## config.mk

```make
export PLATFORM = sky130hd
export DESIGN_NAME = seq_timer_ctrl_flat
export DESIGN_NICKNAME = d
export VERILOG_FILES = /design/src/rtl/seq_timer_pkg.sv /design/src/rtl/seq_timer_if.sv /design/src/rtl/seq_pattern_det.sv /design/src/rtl/seq_timer_ctrl.sv /design/src/flat_wrapper.sv
export SDC_FILE = /design/constraint.sdc
export NUM_CORES = 1
export LEC_CHECK = 0
export ABC_AREA = 0
export CAP_MARGIN = 20
export CORE_ASPECT_RATIO = 0.5
export CORE_MARGIN = 2
export CORE_UTILIZATION = 45
export DETAILED_ROUTE_END_ITERATION = 10
export MAX_ROUTING_LAYER = met4
export SLEW_MARGIN = 5
export SYNTH_ARGS = -nofsm -noshare
export SYNTH_HDL_FRONTEND = slang
export SYNTH_SLANG_ARGS = --single-unit
```

## constraint.sdc

```tcl
create_clock -name clk -period 2.7 [get_ports clk]
set_input_delay 0.27 -clock clk [delete_from_list [all_inputs] [get_ports clk]]
set_output_delay 0.27 -clock clk [all_outputs]
set_load 0.05 [all_outputs]
```

## src/rtl/seq_timer_pkg.sv

```systemverilog
// Shared state encoding, default parameters and width helper for the serial timer controller.
// Latency: n/a (types and constants only).
// Backpressure: n/a.
package seq_timer_pkg;

   // Controller states; all four 2-bit codes are used.
   typedef enum logic [1:0] {
      SEARCH = 2'b00,
      SHIFT  = 2'b01,
      COUNT  = 2'b10,
      DONE   = 2'b11
   } state_t;

   localparam int         DEF_PATTERN_W = 4;
   localparam logic [3:0] DEF_PATTERN   = 4'b1101;
   localparam int         DEF_DELAY_W   = 4;
   localparam int         DEF_TICKS     = 1000;

   // Counter width able to hold n-1, never narrower than one bit.
   function automatic int cnt_width(input int n);
      int w;
      w = $clog2(n);
      if (w < 1) begin
         w = 1;
      end
      return w;
   endfunction

endpackage

```

## src/rtl/seq_timer_if.sv

```systemverilog
// Serial timer bus: input bit stream and user ack in, phase flags and remaining delay out.
// Latency: n/a (wires only). Optional abort line exists when SEQ_TIMER_ABORT_EN is defined.
// Backpressure: none; done is held until ack.
interface seq_timer_if
   import seq_timer_pkg::*;
#(
   parameter int DELAY_W = DEF_DELAY_W
);

   logic               data;
   logic               ack;
   logic               shift_ena;
   logic               counting;
   logic               done;
   logic [DELAY_W-1:0] count;

`ifdef SEQ_TIMER_ABORT_EN
   logic               abort;

   modport master (output data, ack, abort, input shift_ena, counting, done, count);
   modport slave  (input data, ack, abort, output shift_ena, counting, done, count);
`else
   modport master (output data, ack, input shift_ena, counting, done, count);
   modport slave  (input data, ack, output shift_ena, counting, done, count);
`endif

endinterface

```

## src/rtl/seq_pattern_det.sv

```systemverilog
// Overlapping serial start-pattern detector; first received bit lands in the pattern MSB.
// Latency: match is combinational on the current bit against the registered history.
// Backpressure: none; en gates capture, clr or reset empty the history on the next edge.
module seq_pattern_det
   import seq_timer_pkg::*;
#(
   parameter int                   PATTERN_W = DEF_PATTERN_W,
   parameter logic [PATTERN_W-1:0] PATTERN   = DEF_PATTERN
) (
   input  logic clk,
   input  logic reset,
   input  logic clr,
   input  logic en,
   input  logic data,
   output logic match
);

   // Only the newest PATTERN_W-1 bits are kept; the current bit completes the window.
   logic [PATTERN_W-2:0] hist_q;
   logic [PATTERN_W-2:0] hist_d;
   logic [PATTERN_W-1:0] window;

   assign window = {hist_q, data};
   assign match  = en && (window == PATTERN);

   // History next-state: clearing wins over shifting so stale bits never survive re-entry.
   always_comb begin
      hist_d = hist_q;
      if (clr) begin
         hist_d = '0;
      end else if (en) begin
         hist_d = window[PATTERN_W-2:0];
      end
   end

   // History register.
   always_ff @(posedge clk) begin
      if (reset) begin
         hist_q <= '0;
      end else begin
         hist_q <= hist_d;
      end
   end

endmodule

```

## src/rtl/seq_timer_ctrl.sv

```systemverilog
// Serial timer controller: find start pattern, shift in DELAY_W-bit delay, count (delay+1)*TICKS, raise done.
// Latency: shift_ena the cycle after the last pattern bit; done (delay+1)*TICKS cycles after counting starts.
// Backpressure: done held until ack; optional abort in SHIFT/COUNT when SEQ_TIMER_ABORT_EN is defined.
module seq_timer_ctrl
   import seq_timer_pkg::*;
#(
   parameter int                   PATTERN_W = DEF_PATTERN_W,
   parameter logic [PATTERN_W-1:0] PATTERN   = DEF_PATTERN,
   parameter int                   DELAY_W   = DEF_DELAY_W,
   parameter int                   TICKS     = DEF_TICKS
) (
   input logic        clk,
   input logic        reset,
   seq_timer_if.slave bus
);

   localparam int                TICK_W    = cnt_width(TICKS);
   localparam int                BIT_W     = cnt_width(DELAY_W);
   localparam logic [TICK_W-1:0] TICK_LAST = TICK_W'(TICKS - 1);
   localparam logic [BIT_W-1:0]  BIT_LAST  = BIT_W'(DELAY_W - 1);

   state_t               state_q;
   state_t               state_d;
   logic [DELAY_W-1:0]   delay_q;
   logic [DELAY_W-1:0]   delay_d;
   logic [BIT_W-1:0]     bit_q;
   logic [BIT_W-1:0]     bit_d;
   logic [TICK_W-1:0]    tick_q;
   logic [TICK_W-1:0]    tick_d;

   logic                 det_en;
   logic                 det_clr;
   logic                 det_match;
   logic                 abort_req;

`ifdef SEQ_TIMER_ABORT_EN
   assign abort_req = bus.abort;
`else
   assign abort_req = 1'b0;
`endif

   // History only advances while searching, and is emptied on the edge that returns to SEARCH.
   assign det_en  = (state_q == SEARCH);
   assign det_clr = (state_d == SEARCH) && (state_q != SEARCH);

   seq_pattern_det #(
      .PATTERN_W (PATTERN_W),
      .PATTERN   (PATTERN)
   ) u_det (
      .clk   (clk),
      .reset (reset),
      .clr   (det_clr),
      .en    (det_en),
      .data  (bus.data),
      .match (det_match)
   );

   // Next-state, delay shift/decrement, bit and tick counter updates.
   always_comb begin
      state_d = state_q;
      delay_d = delay_q;
      bit_d   = bit_q;
      tick_d  = tick_q;
      case (state_q)
         SEARCH: begin
            if (det_match) begin
               state_d = SHIFT;
               bit_d   = '0;
            end
         end
         SHIFT: begin
            if (abort_req) begin
               state_d = SEARCH;
            end else begin
               delay_d = {delay_q[DELAY_W-2:0], bus.data};
               bit_d   = bit_q + 1'b1;
               if (bit_q == BIT_LAST) begin
                  state_d = COUNT;
                  tick_d  = TICK_LAST;
               end
            end
         end
         COUNT: begin
            if (abort_req) begin
               state_d = SEARCH;
            end else if (tick_q == '0) begin
               // End of one delay unit: either start the next unit or finish.
               if (delay_q != '0) begin
                  delay_d = delay_q - 1'b1;
                  tick_d  = TICK_LAST;
               end else begin
                  state_d = DONE;
               end
            end else begin
               tick_d = tick_q - 1'b1;
            end
         end
         DONE: begin
            if (bus.ack) begin
               state_d = SEARCH;
            end
         end
         default: begin
            state_d = SEARCH;
         end
      endcase
   end

   // Control and datapath registers; reset overrides any in-flight shift or count.
   always_ff @(posedge clk) begin
      if (reset) begin
         state_q <= SEARCH;
         delay_q <= '0;
         bit_q   <= '0;
         tick_q  <= '0;
      end else begin
         state_q <= state_d;
         delay_q <= delay_d;
         bit_q   <= bit_d;
         tick_q  <= tick_d;
      end
   end

   // Moore decodes of state; count exposes the remaining delay units.
   assign bus.shift_ena = (state_q == SHIFT);
   assign bus.counting  = (state_q == COUNT);
   assign bus.done      = (state_q == DONE);
   assign bus.count     = delay_q;

endmodule

```

## src/flat_wrapper.sv

```systemverilog
// flat-port wrapper written by rule: the top's interface ports become plain ports
module seq_timer_ctrl_flat import seq_timer_pkg::*;
#(
   parameter int                   PATTERN_W = DEF_PATTERN_W,
   parameter logic [PATTERN_W-1:0] PATTERN   = DEF_PATTERN,
   parameter int                   DELAY_W   = DEF_DELAY_W,
   parameter int                   TICKS     = DEF_TICKS
)
  (clk, reset, bus_data, bus_ack, bus_shift_ena, bus_counting, bus_done, bus_count);
  seq_timer_if #(.DELAY_W(DELAY_W)) bus_i ();
  input logic clk;
  input logic reset;
  input wire logic [$bits(bus_i.data)-1:0] bus_data;
  input wire logic [$bits(bus_i.ack)-1:0] bus_ack;
  output wire logic [$bits(bus_i.shift_ena)-1:0] bus_shift_ena;
  output wire logic [$bits(bus_i.counting)-1:0] bus_counting;
  output wire logic [$bits(bus_i.done)-1:0] bus_done;
  output wire logic [$bits(bus_i.count)-1:0] bus_count;
  assign bus_i.data = bus_data;
  assign bus_i.ack = bus_ack;
  assign bus_shift_ena = bus_i.shift_ena;
  assign bus_counting = bus_i.counting;
  assign bus_done = bus_i.done;
  assign bus_count = bus_i.count;
  seq_timer_ctrl #(.PATTERN_W(PATTERN_W), .PATTERN(PATTERN), .DELAY_W(DELAY_W), .TICKS(TICKS)) u_core (.clk(clk), .reset(reset), .bus(bus_i));
endmodule
```

==> impl_metrics.yaml <==
floorplan:
  dieArea_um2: 3424
  start_util: 0.4912
  boundaryPins: 11
  chipHeight_um: 42.39
  die_x_um: 80.78
  num_rows: 13
  coreArea_um2: 2700
worst_setup_path:
  cp.required_ps: 2430
  crit_buf_inv: 3
  regToRegStartpoint: "u_core.state_q[0]"
  critPathTopFamily: "buffers and inverters"
  crit_arrival_ps: 1960
  setup.worst_path.class: "register to output port"
  critPathMaxFanout: 16
  critPathLaunchType: "register"
  crit_chain: "inv_1, ha_1, buf_4, clkdlybuf4s50_1"
  cpMaxStageDelayCell: "clkdlybuf4s50_1"
  crit_path_max_incr_delay_ps: 820
  r2r_end: "u_core.tick_q[6]"
  end_kind: "output port"
  r2r_cells: 6
  rrSetupSlack_ps: 570
global_routing:
  antenna_found_initial: 0
  gr-usage-all-layers: 0.1872
  grt_max_degree: 22
  grt_pass1_wl_mm: 4.795
  grt_pass1_vias: 985
  grt_overflow: 0
synth:
  synth_area_um2: 1326
  synthTopCellsByCount: "dfxtp_1, inv_1, nor2_1, o21ai_0"
  syn_area_per_cell_um2: 8.668
  ys_types: 46
  yosys_warnings: 0
  yosysSeqAreaShare: 0.3170
  synth_edf_count: 0
  ys_ff_latch: 21
  synth_nets: 165
  async_reset_ff_frac: 0
  synth_top_area_cell: "dfxtp_1"
  synth_top_area_frac: 0.3170
  post-synth-top-count-cell: "dfxtp_1"
  ys.flop_type: "dfxtp_1"
  synth_cells: 153
  ys_top_cells_by_area: "dfxtp_1, ha_1, mux2i_1"
worst_hold_path:
  whs_endpoint: "u_core.bit_q[0]"
  hp-start: "u_core.bit_q[0]"
  holdCritPathClass: "register to register"
  hold_depth: 2
power:
  p_switching_w: 0.0003480
  p_int_w: 0.0005905
  seq_power_share: 0.399
  switching_share: 0.3708
  power_density_nw_per_um2: 624.6
  ir_drop_mv: 0.4019
  power_leakage_nw: 0.5619
  clkPwrFrac: 0.224
  power_frac_comb: 0.377
final_layout:
  nets: 176
  drive_gt1_frac: 0.07975
  antenna_cells: 0
  area_growth_pct: 13.30
cts:
  numCtsBuffers: 3
  cts-root-buf: "clkbuf_8"
  cts_resized: 0
  cts_tree: "done"
  cts.reportedPaths.clkPinSlew_ps: 80
  clk_path_buf_depth: 2
  insertion_delay_ps: 260
  htree_levels: 1
  clock-sinks: 21
  postCtsHoldBufs: 0
  post_cts_buffers: 0
sta:
  hold_violations: 0
  setup_ws_ps: 470.4
  rsz0062_at_grt: "false"
  post-route-period-util: 0.8258
  finalCriticalPeriod_ps: 2230
  finalSetupViolations: 0
  holdWs_ps: 474.7
  fmax_ghz: 0.4485
  setup_total_negative_slack_ps: 0
  slew_violations: 0
  fin_skew_ps: 2.628
  worstMarginPinSlew_ps: 704.6
  max-slew-margin-rel: 0.5271
detailed_routing:
  m1WireLength_mm: 1.536
  top_layer: "met4"
  routed_wl_mm: 2.844
  via_per_inst: 5.865
  dr.pass1.iters: 4
  route.detailed.wl_per_inst_um: 14.22
  met3_length_um: 135
  vias: 1173
  routed-wl-met2_mm: 1.158
  ant_nets: 0
  drc_errors: 0
  drtIter0Drc: 47
flow_run:
  max_cap_viol_count: 0
place:
  dp_hpwl_mm: 2.104
  gp_congestion: 0.8435
  pre_cts_ws_ps: 605.9
  port_buffers: 10
status:
  outcome: "finished clean"
[cell families after synthesis]
kind of cell    share of synthesized area
compound gates                     0.2396
fa+ha+maj                         0.07547
buf+inv                           0.05095
flops                              0.3170
mux                               0.05377
simple gates                       0.2632
[cells in the final DEF (no fill, tap or decap), drive strengths merged, types with 3 or more instances in the layout]
cell / instances
a21oi: 7
a31oi: 8
clkbuf: 4
clkdlybuf4s50: 10
dfxtp: 21
ha: 8
inv: 10
mux2i: 6
nand2: 6
nand2b: 5
nand3b: 3
nand4: 3
nor2: 9
nor2b: 3
nor3: 8
nor4: 3
o21a: 3
o21ai: 9
or4: 5
[routing by layer]
layer | up-vias | track usage
met3 | 2 | 0.05819
met1 | 545 | 0.2677
met5 | - | -
met2 | 21 | 0.2617
li1 | 605 | -
met4 | 0 | 0.03051
[per-stage QoR]
step                area [µm²]    util  total power (W)  instances
floorplan                 1326       -        0.0006783        153
global placement          1458  0.5399        0.0007332        196
detailed placement        1458  0.5399        0.0007330        196
CTS                       1503  0.5565        0.0009494        200
global route              1503  0.5565         0.001008        200
finish                    1503  0.5565        0.0009385        200
[state kept, by name (all words and copies together), names as in the netlist]
| name | cells |
|---|---|
| u_core.state_q | 2 |
| u_core.tick_q | 10 |
| u_core.bit_q | 2 |
| u_core.u_det.hist_q | 3 |
| u_core.bus.count | 4 |
[power groups by stage]
stage,Combinational (W),Sequential (W),Clock [W]
after floorplan,0.000303,0.000376,0
after global placement,0.000353,0.000380,0
after detailed placement,0.000352,0.000381,0
after CTS,0.000356,0.000374,0.000219
after global routing,0.000396,0.000381,0.000231
final,0.000354,0.000374,0.000210
[layout make-up]
cell class / instances / area [µm²]
timing repair buffer: 12 / 115.1
tap: 37 / 46.29
inverter: 10 / 37.54
multi-input combinational: 116 / 838.3
sequential: 21 / 420.4
fill: 268 / 1197
clock buffer: 4 / 45.04
[worst max-delay path by stage]
stage                      startpoint          endpoint  slack, ps  cells after the start
floorplan           u_core.state_q[0]  u_core.tick_q[2]        320                      6
global placement    u_core.state_q[0]  u_core.tick_q[9]        620                      6
detailed placement  u_core.state_q[0]  u_core.tick_q[6]        610                      6
CTS                 u_core.state_q[0]      bus_counting        460                      4
global route        u_core.state_q[0]      bus_counting        400                      4
finish              u_core.state_q[0]      bus_counting        470                      4
[tightest hold or removal path, cell delays in order, from the launching register on]
cell and delay, ps:
dfxtp_1 330, nand2_1 60, a21oi_1 50
Note: power is estimated with default switching activity, not from simulation.
